`src/rtl/serial_adder.sv`:
```
// serial_adder: bit-serial adder. One full adder processes the operands
// LSB-first, one bit per clock, and the result shifts into sum from the MSB
// side. A start accepted in IDLE is followed by WIDTH cycles in RUN and one
// cycle in DONE, during which done pulses.
// Optional feature: define SERIAL_ADDER_SUB_EN to add the 'sub' port. With
// sub=1 the block computes a-b-cin as a+~b+~cin, and cout is the borrow.
module serial_adder #(
  parameter int WIDTH = 8
) (
  input  logic             clk,
  input  logic             rst,
  input  logic             start,
  input  logic [WIDTH-1:0] a,
  input  logic [WIDTH-1:0] b,
  input  logic             cin,
`ifdef SERIAL_ADDER_SUB_EN
  input  logic             sub,
`endif
  output logic             busy,
  output logic             done,
  output logic [WIDTH-1:0] sum,
  output logic             cout
);

  localparam int            CW   = $clog2(WIDTH) + 1;
  localparam logic [CW-1:0] LAST = CW'(WIDTH - 1);

  typedef enum logic [1:0] {
    IDLE = 2'd0,
    RUN  = 2'd1,
    DONE = 2'd2
  } state_t;

  state_t           state_q, state_d;
  logic [WIDTH-1:0] a_sh_q, a_sh_d;
  logic [WIDTH-1:0] b_sh_q, b_sh_d;
  logic [WIDTH-1:0] sum_q, sum_d;
  logic [CW-1:0]    cnt_q, cnt_d;
  logic             c_q, c_d;
  logic             cout_q, cout_d;
  logic             busy_q, busy_d;
  logic             done_q, done_d;
`ifdef SERIAL_ADDER_SUB_EN
  logic             sub_q, sub_d;
`endif

  logic             bit_s;
  logic             carry_s;
  logic [WIDTH:0]   sum_ext_s;

  // Single full adder on the current LSBs; the new result bit enters from the MSB side.
  always_comb begin
    bit_s     = a_sh_q[0] ^ b_sh_q[0] ^ c_q;
    carry_s   = (a_sh_q[0] & b_sh_q[0]) | (c_q & (a_sh_q[0] ^ b_sh_q[0]));
    sum_ext_s = {bit_s, sum_q};
  end

  // Next-state, datapath and registered-output computation.
  always_comb begin
    state_d = state_q;
    a_sh_d  = a_sh_q;
    b_sh_d  = b_sh_q;
    sum_d   = sum_q;
    cnt_d   = cnt_q;
    c_d     = c_q;
    cout_d  = cout_q;
    busy_d  = 1'b0;
    done_d  = 1'b0;
`ifdef SERIAL_ADDER_SUB_EN
    sub_d   = sub_q;
`endif
    case (state_q)
      IDLE: begin
        if (start) begin
          state_d = RUN;
          a_sh_d  = a;
          cnt_d   = '0;
          busy_d  = 1'b1;
`ifdef SERIAL_ADDER_SUB_EN
          // Subtract runs as a + ~b + ~cin; the final carry is inverted into a borrow.
          sub_d   = sub;
          b_sh_d  = b ^ {WIDTH{sub}};
          c_d     = cin ^ sub;
`else
          b_sh_d  = b;
          c_d     = cin;
`endif
        end else begin
          state_d = IDLE;
        end
      end
      RUN: begin
        a_sh_d = a_sh_q >> 1'b1;
        b_sh_d = b_sh_q >> 1'b1;
        c_d    = carry_s;
        sum_d  = sum_ext_s[WIDTH:1];
        if (cnt_q == LAST) begin
          state_d = DONE;
          done_d  = 1'b1;
`ifdef SERIAL_ADDER_SUB_EN
          cout_d  = carry_s ^ sub_q;
`else
          cout_d  = carry_s;
`endif
        end else begin
          cnt_d  = cnt_q + CW'(1);
          busy_d = 1'b1;
        end
      end
      DONE: begin
        state_d = IDLE;
      end
      default: begin
        state_d = IDLE;
      end
    endcase
  end

  // State and datapath registers with synchronous reset.
  always_ff @(posedge clk) begin
    if (rst) begin
      state_q <= IDLE;
      a_sh_q  <= '0;
      b_sh_q  <= '0;
      sum_q   <= '0;
      cnt_q   <= '0;
      c_q     <= 1'b0;
      cout_q  <= 1'b0;
      busy_q  <= 1'b0;
      done_q  <= 1'b0;
`ifdef SERIAL_ADDER_SUB_EN
      sub_q   <= 1'b0;
`endif
    end else begin
      state_q <= state_d;
      a_sh_q  <= a_sh_d;
      b_sh_q  <= b_sh_d;
      sum_q   <= sum_d;
      cnt_q   <= cnt_d;
      c_q     <= c_d;
      cout_q  <= cout_d;
      busy_q  <= busy_d;
      done_q  <= done_d;
`ifdef SERIAL_ADDER_SUB_EN
      sub_q   <= sub_d;
`endif
    end
  end

  assign busy = busy_q;
  assign done = done_q;
  assign sum  = sum_q;
  assign cout = cout_q;

endmodule
```
`config.mk`:
```
export PLATFORM = sky130hd
export DESIGN_NAME = serial_adder
export DESIGN_NICKNAME = d
export VERILOG_FILES = /design/src/rtl/serial_adder.sv
export SDC_FILE = /design/constraint.sdc
export NUM_CORES = 1
export LEC_CHECK = 0
export BUFFER_PORTS_ARGS = -buffer_cell sky130_fd_sc_hd__buf_2
export CORE_MARGIN = 2
export CORE_UTILIZATION = 53
export DETAILED_ROUTE_END_ITERATION = 8
export HOLD_SLACK_MARGIN = 0.08
export MAX_ROUTING_LAYER = met4
export PLACE_DENSITY = 0.78
export RECOVER_POWER = 100
export SLEW_MARGIN = 15
export SYNTH_ARGS = -nofsm -noshare
export SYNTH_HDL_FRONTEND = slang
export SYNTH_SLANG_ARGS = --single-unit
```
`constraint.sdc`:
```
create_clock -name clk -period 2 [get_ports clk]
set_input_delay 0.4 -clock clk [delete_from_list [all_inputs] [get_ports clk]]
set_output_delay 0.4 -clock clk [all_outputs]
set_load 0.005 [all_outputs]
```
[After elaboration in Yosys (flattened, before gate mapping)]
Index checks and enable logic that the tools add are counted.
Word-level totals
  register bits: 34
  bits of input ports: 20
  output and inout port bits: 11
  word-level logic and storage cells: 43
Cells by class
  $add $sub $neg: 1
  equal/unequal tests: 5
  mux-type cells: 16
  bitwise operators: 6
  reductions and logical operators: 6
Operators by type and width (count)
  8-bit case mux with 2 select lines: 2
  8-bit 2-to-1 mux: 2
  4-bit 2-to-1 mux: 2
  4-bit case mux with 2 select lines: 1
  2-bit != test (second input constant): 3
  1-bit 2-to-1 mux: 5
  4-bit by 1-bit adder with 4-bit output (second input constant): 1
  4-bit by 3-bit equality test with 1-bit output (second input constant): 1
  1-bit case mux with 2 select lines: 2
  2-bit case mux with 2 select lines: 1
  2-bit AND reduction: 2
  3-bit AND reduction: 1
  1-bit AND: 2
  2-bit by 1-bit equality test with 1-bit output (second input constant): 1
  2-bit zero test: 1
  2-bit 2-to-1 mux: 1
  2-bit nonzero test: 1
  2-bit OR reduction: 1
  1-bit bitwise XOR: 2
  1-bit NOT: 1
  1-bit OR: 1

[Depth between registers and ports, before layout]
Gate-level depths: netlist of run 1.
  depth after elaboration: 4
  mapped depth: 6
  gate-level depth less buffers: 4

[Worst setup path before layout of run 1]
OpenSTA, ideal clock, no wires.
  path type: register to register
  start point: register cnt_q[0]
  end point: register cnt_q[0]
  setup time: 0.070 ns
  arrival: 1.411 ns
  required time: 1.930 ns
  slack: 0.518 ns
  stages on the path, launching flop included: 6
  path buffers: 1
  clock period less this slack: 1.482 ns
  cells stage by stage: dfxtp_1 -> ha_1 -> and4b_1 -> buf_6 -> or4_1 -> a21oi_1
Between the ends
  word-level cells in the longest chain between the ends: 3
  elaborated cells on any way between the ends: 6
  classes of those cells: 1 x add/sub; 2 x eq/ne; 2 x mux; 1 x reduce/logical
RTL lines
  start, declared: RTL line 38  | logic [CW-1:0] cnt_q, cnt_d;
  start signal, assigned: RTL line 139  | cnt_q <= cnt_d;
  4-bit by 1-bit adder with 4-bit output or 4-bit by 3-bit equality test with 1-bit output (tied branches): RTL line 106, 97
  4-bit 2-to-1 mux or 2-bit != test (tied branches)
  4-bit case mux with 2 select lines or 3-bit AND reduction (tied branches)
Several ways; a longest one is shown, not always the timed one. The select of a mux whose other input is x is not followed.
A chain may end at the register's enable or synchronous reset.

[Worst setup path after layout of run 1]
  start point: register state_q[1]
  end point: register a_sh_q[3]
Between the ends
  word-level cells in the longest chain between the ends: 3
  elaborated cells on any way between the ends: 6
  classes of those cells: 2 x eq/ne; 1 x mux; 3 x reduce/logical
RTL lines
  start, declared: RTL line 34  | state_t state_q, state_d;
  start signal, assigned: RTL line 135  | state_q <= state_d;
  2-bit by 1-bit equality test with 1-bit output or 2-bit zero test (tied branches): RTL line 72  | case (state_q)
  2-bit nonzero test (no source line) or 2-bit != test (tied branches)
  2-bit AND reduction (no source line)
  end signal, assigned: RTL line 136  | a_sh_q <= a_sh_d;
  end, declared: RTL line 35  | logic [WIDTH-1:0] a_sh_q, a_sh_d;
Several ways; a longest one is shown, not always the timed one.

==> results of run 1 <==
-- worst reg2reg max path: cells and delay by family (launching register included) --
| kind | cells | cell delay, ns |
|---|---|---|
| flops | 1 | 0.49 |
| buf+inv | 1 | 0.44 |
| simple gates | 2 | 0.33 |
| compound gates | 1 | 0.26 |
-- flip-flops by register name, summed over array words and instances (netlist names) --
register / cells
done: 1
sum: 8
c_q: 1
a_sh_q: 8
b_sh_q: 8
cnt_q: 4
cout: 1
state_q: 2
busy: 1
-- layer usage --
| metal | part of all wire (%) | routed length (microns) | vias to the layer above | track usage [%] |
|---|---|---|---|---|
| met4 | 3.0 | 86 | 0 | 13.6 |
| met3 | 5.6 | 158 | 10 | 5.30 |
| met5 | 0 | 0 | - | - |
| met1 | 43 | 1230 | 534 | 22.8 |
| li1 | - | - | 617 | - |
| met2 | 48 | 1380 | 39 | 31.2 |
-- per-stage QoR --
stage | power (mW) | instances | util (%) | instance area (sq um)
6_report | 1.26 | 220 | 61.8 | 1660
5_1_grt | 1.34 | 220 | 61.8 | 1660
4_1_cts | 1.28 | 220 | 62.1 | 1670
3_5_place_dp | 0.903 | 212 | 59.9 | 1610
3_3_place_gp | 0.894 | 212 | 59.9 | 1610
2_1_floorplan | 0.855 | 161 | - | 1470
-- logic make-up after synthesis --
group	Yosys count
mux	15
fa+ha+maj	2
compound gates	38
buf+inv	18
simple gates	54
flops	34
-- power by group through the flow --
stage               registers (mW)  logic, mW  clock network [mW]
finish                       0.736      0.149               0.380
global route                 0.742      0.167               0.426
CTS                          0.736      0.153               0.395
detailed placement           0.752      0.151                   0
global placement             0.748      0.146                   0
floorplan                    0.744      0.111                   0
-- area by class of cell --
type | instances | area, sq um
sequential | 34 | 681
fill | 246 | 1030
clock buffer | 7 | 55.1
clock inverter | 1 | 5.00
timing repair buffer | 35 | 179
inverter | 3 | 11.3
multi-input combinational | 109 | 689
tap | 31 | 38.8
-- worst max path at each step --
stage / from / end / slack (ns) / cells past startpoint
CTS: cnt_q[0]$_SDFFE_PP0P_ / cnt_q[0]$_SDFFE_PP0P_ / 0.42 / 4
floorplan: cnt_q[0]$_SDFFE_PP0P_ / cnt_q[0]$_SDFFE_PP0P_ / 0.52 / 5
global placement: cnt_q[0]$_SDFFE_PP0P_ / cnt_q[0]$_SDFFE_PP0P_ / 0.54 / 4
finish: state_q[1]$_SDFFE_PP0P_ / a_sh_q[3]$_SDFFE_PP0P_ / 0.41 / 4
global route: state_q[1]$_SDFFE_PP0P_ / b_sh_q[1]$_SDFFE_PP0P_ / 0.25 / 4
detailed placement: cnt_q[0]$_SDFFE_PP0P_ / cnt_q[0]$_SDFFE_PP0P_ / 0.44 / 4
-- cells in the final DEF, fill, tap and decap left out, types with 2 or more instances in the layout --
| cell | count |
|---|---|
| nor2_1 | 15 |
| nand2_1 | 18 |
| buf_2 | 28 |
| a21oi_1 | 14 |
| clkbuf_4 | 5 |
| nand2b_1 | 3 |
| o21ai_0 | 3 |
| inv_1 | 3 |
| nor2b_1 | 2 |
| dfxtp_1 | 34 |
| clkbuf_1 | 4 |
| or4_1 | 2 |
| nand3b_1 | 3 |
| buf_4 | 3 |
| mux2i_1 | 15 |
| nor3_1 | 6 |
| a211oi_1 | 15 |
| a21o_1 | 2 |
==> flow_summary_export.csv, run 1 <==
group,metric,value,unit
run_status,status,"complete, no violations",
timing,tns,0,ns
finish,drive_gt1_share,20.6,%
global_route,grt_pass1_wl,4770,microns
timing,fin_hold_ws,0.411,ns
worst_setup_path,crit_slowest_cell,"dfxtp_1",
timing,setup_viol,0,
timing,slew_headroom,62.7,%
min_path,hold_path_depth,3,
pwr,p_clk_share,30.1,%
min_path,hold_end,"b_sh_q[2]$_SDFFE_PP0P_",
detailed_routing,first_iter_violations,31,
pwr,p_sw,0.314,mW
logic_synthesis,ys_types,28,
floorplanning,die_y,56.7,microns
pwr,p_seq_share,58.2,%
logic_synthesis,synth_top_area_share,46.3,%
logic_synthesis,synth_common_cells,"dfxtp_1 (34), nand2_1 (18), a211oi_1 (15), mux2i_1 (15), nor2_1 (15)",
clock_tree,clk_pin_slew_worst_paths,0.09,ns
timing,tightest_slew,0.559,ns
global_route,antenna_found_initial,0,
worst_setup_path,r2r-end,"a_sh_q[3]$_SDFFE_PP0P_",
floorplanning,dieArea,3210,sq um
floorplanning,start_util,54.8,%
clock_tree,cts_sinks,34,
worst_setup_path,cp-end-kind,"flop",
worst_setup_path,reg2reg_slack,0.41,ns
detailed_routing,vias,1200,
global_route,grt_pass1_vias,1108,
worst_setup_path,path_class,"reg -> reg",
clock_tree,numCtsBuffers,5,
logic_synthesis,synth.most_common_cell,"dfxtp_1",
timing,skew,0.00269,ns
logic_synthesis,synth_xor_area_share,0,%
pwr,ir_worst_vdd,0.515,mV
worst_setup_path,r2r_cells,4,
timing,slew_violations,0,
logic_synthesis,ys_seq_area_share,46.3,%
timing,setup_ws,0.408,ns
worst_setup_path,critPathTopFamily,"flip-flops",
detailed_routing,wl_per_cell,12.9,microns
place,port_buffers,30,
timing,rsz0062_at_grt,"no",
finish,diodes,0,
clock_tree,htree_levels,2,
clock_tree,clock_latency,0.33,ns
pwr,netSwitchingFraction,24.9,%
finish,area_growth,12.8,%
min_path,min_path_type,"in -> reg",
timing,max_freq,628,MHz
detailed_routing,drt_wl_total,2850,microns
logic_synthesis,synth_area_leader_cell,"dfxtp_1",
min_path,min_from,"b[2]",
worst_setup_path,path_buf_inv,1,
logic_synthesis,muxShareOfSynthArea,10.2,%
place,dp_slack,0.440,ns
worst_setup_path,cp_max_fo,28,
logic_synthesis,synth_top_family_by_area,"simple AND/OR/NAND/NOR gates",
worst_setup_path,crit_chain,"nand2b_1 > clkbuf_2 > nor2_1 > a211oi_1",
logic_synthesis,syn_inst,161,
logic_synthesis,synth-simple-area-share,17.7,%
logic_synthesis,synth.avg_cell_area,9.14,sq um
logic_synthesis,synth_fp_nets,183,
logic_synthesis,yosys_warnings,0,
finish,nNetsFinal,210,
floorplanning,core_area,2690,sq um
clock_tree,cts_tree,"yes",
global_route,grt_util_all_layers,20.2,%
worst_setup_path,required,2.24,ns
logic_synthesis,async_reset_ff_share,0,%
logic_synthesis,synth_edf_count,0,
global_route,grt-ovfl-total,0,
floorplanning,die_w,56.7,microns
detailed_routing,routed_via_density,5.45,
timing,period_share,79.6,%
clock_tree,holdBufCountCts,0,
clock_tree,cts-root-buf,"clkbuf_4",
timing,finalCriticalPeriod,1.59,ns
detailed_routing,drc_errors,0,
logic_synthesis,synth_fa_ha_area_share,2.21,%
detailed_routing,dr.pass1.iters,4,
global_route,grt_max_degree,29,
worst_setup_path,arrival,1.83,ns
logic_synthesis,synthesis.area,1470,sq um
pwr,cellLeakagePower,0.713,nW
timing,hold_violations,0,
clock_tree,cts_buffer_depth,2,
logic_synthesis,synth_compound_area_share,16.8,%
pwr,powerDensity,762,nW/um^2
run,maxCapViolations,0,
clock_tree,post_cts_buffers,0,
floorplanning,io_pins,31,
place,dp_hpwl,2040,microns
logic_synthesis,synth_area_leaders,"dfxtp_1 (46%), mux2i_1 (10%), a211oi_1 (7.7%), a21oi_1 (4.8%), nand2_1 (4.6%)",
logic_synthesis,ys_ff_latch,34,
worst_setup_path,startpoint_type,"flop",
logic_synthesis,synth_ff_type,"dfxtp_1",
worst_setup_path,reg2reg_from,"state_q[1]$_SDFFE_PP0P_",
clock_tree,cts_resized,0,
pwr,power.internal,0.950,mW
pwr,combinationalPowerShare,11.8,%
place,gp_congestion,0.778,
floorplanning,rows,19,
detailed_routing,ant_nets,0,
worst_setup_path,cpPeakStageDelay,0.49,ns
(Power assumes the default switching activity.)
==> inputs of run 2 (changes only) <==
- clock period: 2 -> 1.6 ns (I/O delays scaled with it)
==> flow_summary_export.csv, run 2 (synthesis results as in run 1) <==
group,metric,value,unit
timing,hold_violations,0,
global_route,grt_pass1_wl,4910,microns
clock_tree,clock_latency,0.34,ns
detailed_routing,dr.pass1.iters,4,
floorplanning,rows,19,
timing,tightest_slew,0.566,ns
detailed_routing,wl_per_cell,13.0,microns
run_status,status,"complete, no violations",
finish,nNetsFinal,213,
clock_tree,numCtsBuffers,5,
finish,final_cells,223,
global_route,grt_pass1_vias,1143,
floorplanning,die_y,56.7,microns
finish,seq_area,681,sq um
detailed_routing,vias,1230,
timing,max_freq,665,MHz
detailed_routing,first_iter_violations,42,
run,maxCapViolations,0,
floorplanning,dieArea,3210,sq um
timing,skew,0.0120,ns
worst_setup_path,path_class,"reg -> reg",
worst_setup_path,cp_max_fo,5,
floorplanning,io_pins,31,
min_path,min_path_type,"in -> reg",
timing,slew_violations,0,
clock_tree,cts_buffer_depth,2,
global_route,antenna_found_initial,0,
global_route,grt_util_all_layers,20.2,%
finish,area_growth,14.5,%
worst_setup_path,cp-end-kind,"flop",
timing,slew_headroom,62.2,%
pwr,powerDensity,959,nW/um^2
worst_setup_path,arrival,1.77,ns
finish,drive_gt1_share,21.9,%
detailed_routing,drc_errors,0,
global_route,grt-ovfl-total,0,
timing,setup_viol,0,
timing,finalCriticalPeriod,1.50,ns
worst_setup_path,r2r_cells,4,
worst_setup_path,required,1.87,ns
timing,period_share,93.9,%
clock_tree,cts_sinks,34,
place,dp_hpwl,2030,microns
clock_tree,cts_tree,"yes",
timing,tns,0,ns
clock_tree,clk_pin_slew_worst_paths,0.11,ns
floorplanning,core_area,2690,sq um
finish,multiInputGateArea,689,sq um
finish,diodes,0,
detailed_routing,drt_wl_total,2900,microns
clock_tree,htree_levels,2,
pwr,cellLeakagePower,0.723,nW
clock_tree,cts-root-buf,"clkbuf_4",
finish,final_common_cell,"dfxtp_1",
floorplanning,die_w,56.7,microns
place,placed_cells,214,
place,port_buffers,30,
worst_setup_path,startpoint_type,"flop",
finish,nFillCells,244,
finish,mostFrequentLayoutCells,"dfxtp_1 (34), buf_2 (27), nand2_1 (18)",
floorplanning,start_util,54.8,%
global_route,grt_max_degree,29,
timing,rsz0062_at_grt,"no",
place,gp_congestion,0.776,
min_path,hold_path_depth,3,
pwr,ir_worst_vdd,0.881,mV
detailed_routing,ant_nets,0,
detailed_routing,routed_via_density,5.52,
## run 2: cell types whose count changed in the layout (fill, tap and decap cells not counted), sizes merged
cell,delta
buf,+2
clkinvlp,+1
## run 2: final cells by class
class / count / share of cell area, %
Multi-Input combinational cell: 109 / 40.9
Tap cell: 31 / 2.30
Clock inverter: 2 / 0.743
Timing Repair Buffer: 38 / 11.9
Clock buffer: 6 / 3.05
Inverter: 3 / 0.669
Sequential cell: 34 / 40.4
## run 2: worst paths after layout
path / startpoint / endpoint / slack, ns
setup / recovery: cnt_q[0]$_SDFFE_PP0P_ / cnt_q[0]$_SDFFE_PP0P_ / 0.1
hold / removal: b[1] / b_sh_q[1]$_SDFFE_PP0P_ / 0.31
setup reg to reg: cnt_q[0]$_SDFFE_PP0P_ / cnt_q[0]$_SDFFE_PP0P_ / 0.1
hold reg to reg: sum[0]$_SDFFE_PP0P_ / sum[0]$_SDFFE_PP0P_ / 0.46
## run 2: metrics by stage
| step | area (sq um) | utilization (%) | hold slack (ns) | setup slack, ns | total power [mW] |
|---|---|---|---|---|---|
| finish | 1680 | 62.7 | 0.309 | 0.0969 | 1.61 |
| global route | 1680 | 62.7 | 0.320 | 0.0282 | 1.69 |
| CTS | 1690 | 62.8 | 0.310 | 0.0565 | 1.63 |
| detailed placement | 1620 | 60.4 | 0.454 | 0.0812 | 1.13 |
| global placement | 1620 | 60.4 | 0.440 | 0.141 | 1.12 |
| floorplan | 1470 | - | 0.453 | 0.118 | 1.07 |
## run 2: critical path, stage by stage (launching register included)
cell and delay [ns]:
dfxtp_1 0.35, ha_1 0.24, and4b_1 0.24, or4_1 0.48, a21oi_1 0.14
## run 2: layer usage
layer  track usage [%]  wire length [microns]  vias to the layer above  share of wire [%]
met5                 -                      0                        -                  0
met4              7.14                     46                        0                1.6
met3              7.14                    141                        5                4.9
met2              31.4                   1380                       22                 48
met1              24.1                   1330                      577                 46
li1                  -                      -                      626                  -
## run 2: repair_timing
item	4_1_cts	5_1_grt
setup buffers	0	1
gates resized for setup	0	1
hold buffers	0	0
endpoints found under the setup margin	0	1
## run 2: where the power goes
group	switching, mW	internal (mW)	leakage (nW)
Clock	0.297	0.211	0.0343
Combinational	0.101	0.0863	0.410
Sequential	0.0287	0.891	0.279
==> inputs of run 3 (changes only) <==
--- a/config.mk
+++ b/config.mk
@@ -8,9 +8,9 @@
 export BUFFER_PORTS_ARGS = -buffer_cell sky130_fd_sc_hd__buf_2
 export CORE_MARGIN = 2
-export CORE_UTILIZATION = 53
+export CORE_UTILIZATION = 45
 export DETAILED_ROUTE_END_ITERATION = 8
 export HOLD_SLACK_MARGIN = 0.08
 export MAX_ROUTING_LAYER = met4
-export PLACE_DENSITY = 0.78
+export PLACE_DENSITY = 0.68
 export RECOVER_POWER = 100
 export SLEW_MARGIN = 15
==> constraint.sdc (replaced) <==
create_clock -name clk -period 1.6 [get_ports clk]
set_input_delay 0.24 -clock clk [delete_from_list [all_inputs] [get_ports clk]]
set_output_delay 0.24 -clock clk [all_outputs]
set_load 0.005 [all_outputs]
==> flow_summary_export.csv, run 3 (synthesis results as in run 1) <==
group,metric,value,unit
run_status,status,"complete, no violations",
clock_tree,htree_levels,2,
place,dp_slack,0.0496,ns
pwr,cellLeakagePower,0.727,nW
timing,tightest_slew,0.555,ns
clock_tree,clock_latency,0.34,ns
floorplanning,core_area,3080,sq um
finish,final_cells,235,
clock_tree,clk_pin_slew_worst_paths,0.11,ns
detailed_routing,vias,1227,
timing,setup_ws,0.0621,ns
place,gp_congestion,0.714,
global_route,grt_max_degree,29,
floorplanning,io_pins,31,
global_route,grt_pass1_vias,1087,
global_route,antenna_found_initial,0,
detailed_routing,drt_wl_total,3030,microns
place,placed_area,1630,sq um
floorplanning,die_w,61.2,microns
timing,finalCriticalPeriod,1.54,ns
finish,diodes,0,
finish,seq_area,681,sq um
global_route,grt_util_all_layers,18.6,%
pwr,powerDensity,1110,nW/um^2
detailed_routing,routed_via_density,5.22,
clock_tree,cts_sinks,34,
global_route,grt_pass1_wl,4890,microns
finish,multiInputGateArea,691,sq um
clock_tree,cts_tree,"yes",
finish,fin_area,1740,sq um
worst_setup_path,path_class,"reg -> reg",
finish,nFillCells,300,
detailed_routing,wl_per_cell,12.9,microns
worst_setup_path,cp_max_fo,4,
finish,nNetsFinal,212,
timing,max_freq,650,MHz
clock_tree,holdBufCountCts,0,
detailed_routing,ant_nets,0,
run,maxCapViolations,0,
timing,period_share,96.1,%
clock_tree,numCtsBuffers,5,
worst_setup_path,cp-end-kind,"flop",
floorplanning,rows,20,
detailed_routing,drc_errors,0,
timing,rsz0062_at_grt,"no",
timing,slew_headroom,62.9,%
worst_setup_path,startpoint_type,"flop",
finish,area_growth,17.9,%
clock_tree,cts-root-buf,"clkbuf_4",
clock_tree,cts_buffer_depth,2,
worst_setup_path,arrival,1.81,ns
detailed_routing,first_iter_violations,59,
worst_setup_path,required,1.87,ns
pwr,ir_worst_vdd,0.895,mV
timing,tns,0,ns
floorplanning,die_y,61.2,microns
timing,skew,0.0112,ns
timing,slew_violations,0,
timing,setup_viol,0,
timing,hold_violations,0,
place,placed_cells,226,
place,port_buffers,30,
finish,drive_gt1_share,20.4,%
global_route,grt-ovfl-total,0,
min_path,min_path_type,"in -> reg",
place,dp_hpwl,2060,microns
finish,mostFrequentLayoutCells,"dfxtp_1 (34), buf_2 (25), nand2_1 (18)",
finish,final_common_cell,"dfxtp_1",
floorplanning,start_util,47.8,%
floorplanning,dieArea,3740,sq um
detailed_routing,dr.pass1.iters,4,
==> run 3: changes by cell type in the layout (fill, tap and decap cells not counted) <==
| cell | change |
|---|---|
| clkinv_2 | -1 |
| clkbuf_1 | +3 |
| and4b_2 | +1 |
| buf_4 | -2 |
| and4b_1 | -1 |
| bufinv_16 | +2 |
| clkinvlp_4 | -1 |
| buf_2 | -2 |
==> run 3: per-layer routing <==
metal | GRT usage [%] | share of wire, % | routed length [microns]
met1 | 23.5 | 47 | 1420
met4 | 8.07 | 1.7 | 51
met3 | 7.14 | 5.2 | 158
met5 | - | 0 | 0
met2 | 26.3 | 46 | 1400
==> run 3: report_power, final <==
group          total, mW  leakage [nW]  switching, mW  internal (mW)
registers          0.919         0.279         0.0284          0.890
logic              0.187         0.390          0.100         0.0866
clock network      0.823        0.0585          0.293          0.529
==> run 3: worst max-delay path: stages (launching register included) <==
cell     delay [ns]
dfxtp_1        0.35
ha_1           0.24
and4b_2        0.25
or4_1          0.48
a21oi_1        0.15
==> run 3: worst paths after layout <==
path	cells past startpoint	to	start	slack (ns)
worst max-delay path	4	cnt_q[0]$_SDFFE_PP0P_	cnt_q[0]$_SDFFE_PP0P_	0.06
worst min-delay path	3	a_sh_q[2]$_SDFFE_PP0P_	a[2]	0.23
worst max register to register	4	cnt_q[0]$_SDFFE_PP0P_	cnt_q[0]$_SDFFE_PP0P_	0.06
worst min register to register	2	sum[0]$_SDFFE_PP0P_	sum[0]$_SDFFE_PP0P_	0.46
==> run 3: timing repair <==
action | CTS | global route
buffers inserted | 0 | 1
endpoints found under the hold margin | 0 | 0
gates resized for setup | 0 | 1
setup endpoints to repair | 0 | 1
==> run 3: cell type report <==
class | count | area share [%]
clock buffers | 6 | 2.96
multi-input cells | 109 | 39.8
repair buffers | 37 | 10.7
clock inverters | 2 | 3.46
inverters | 3 | 0.649
well taps | 44 | 3.17
flip-flops and latches | 34 | 39.2
==> run 3: stage by stage <==
step | hold slack, ns | total power, mW | utilization (%)
2_1_floorplan | 0.453 | 1.07 | -
3_3_place_gp | 0.449 | 1.12 | 53.0
3_5_place_dp | 0.449 | 1.13 | 53.0
4_1_cts | 0.215 | 1.95 | 56.6
5_1_grt | 0.203 | 2.01 | 56.4
6_report | 0.233 | 1.93 | 56.4
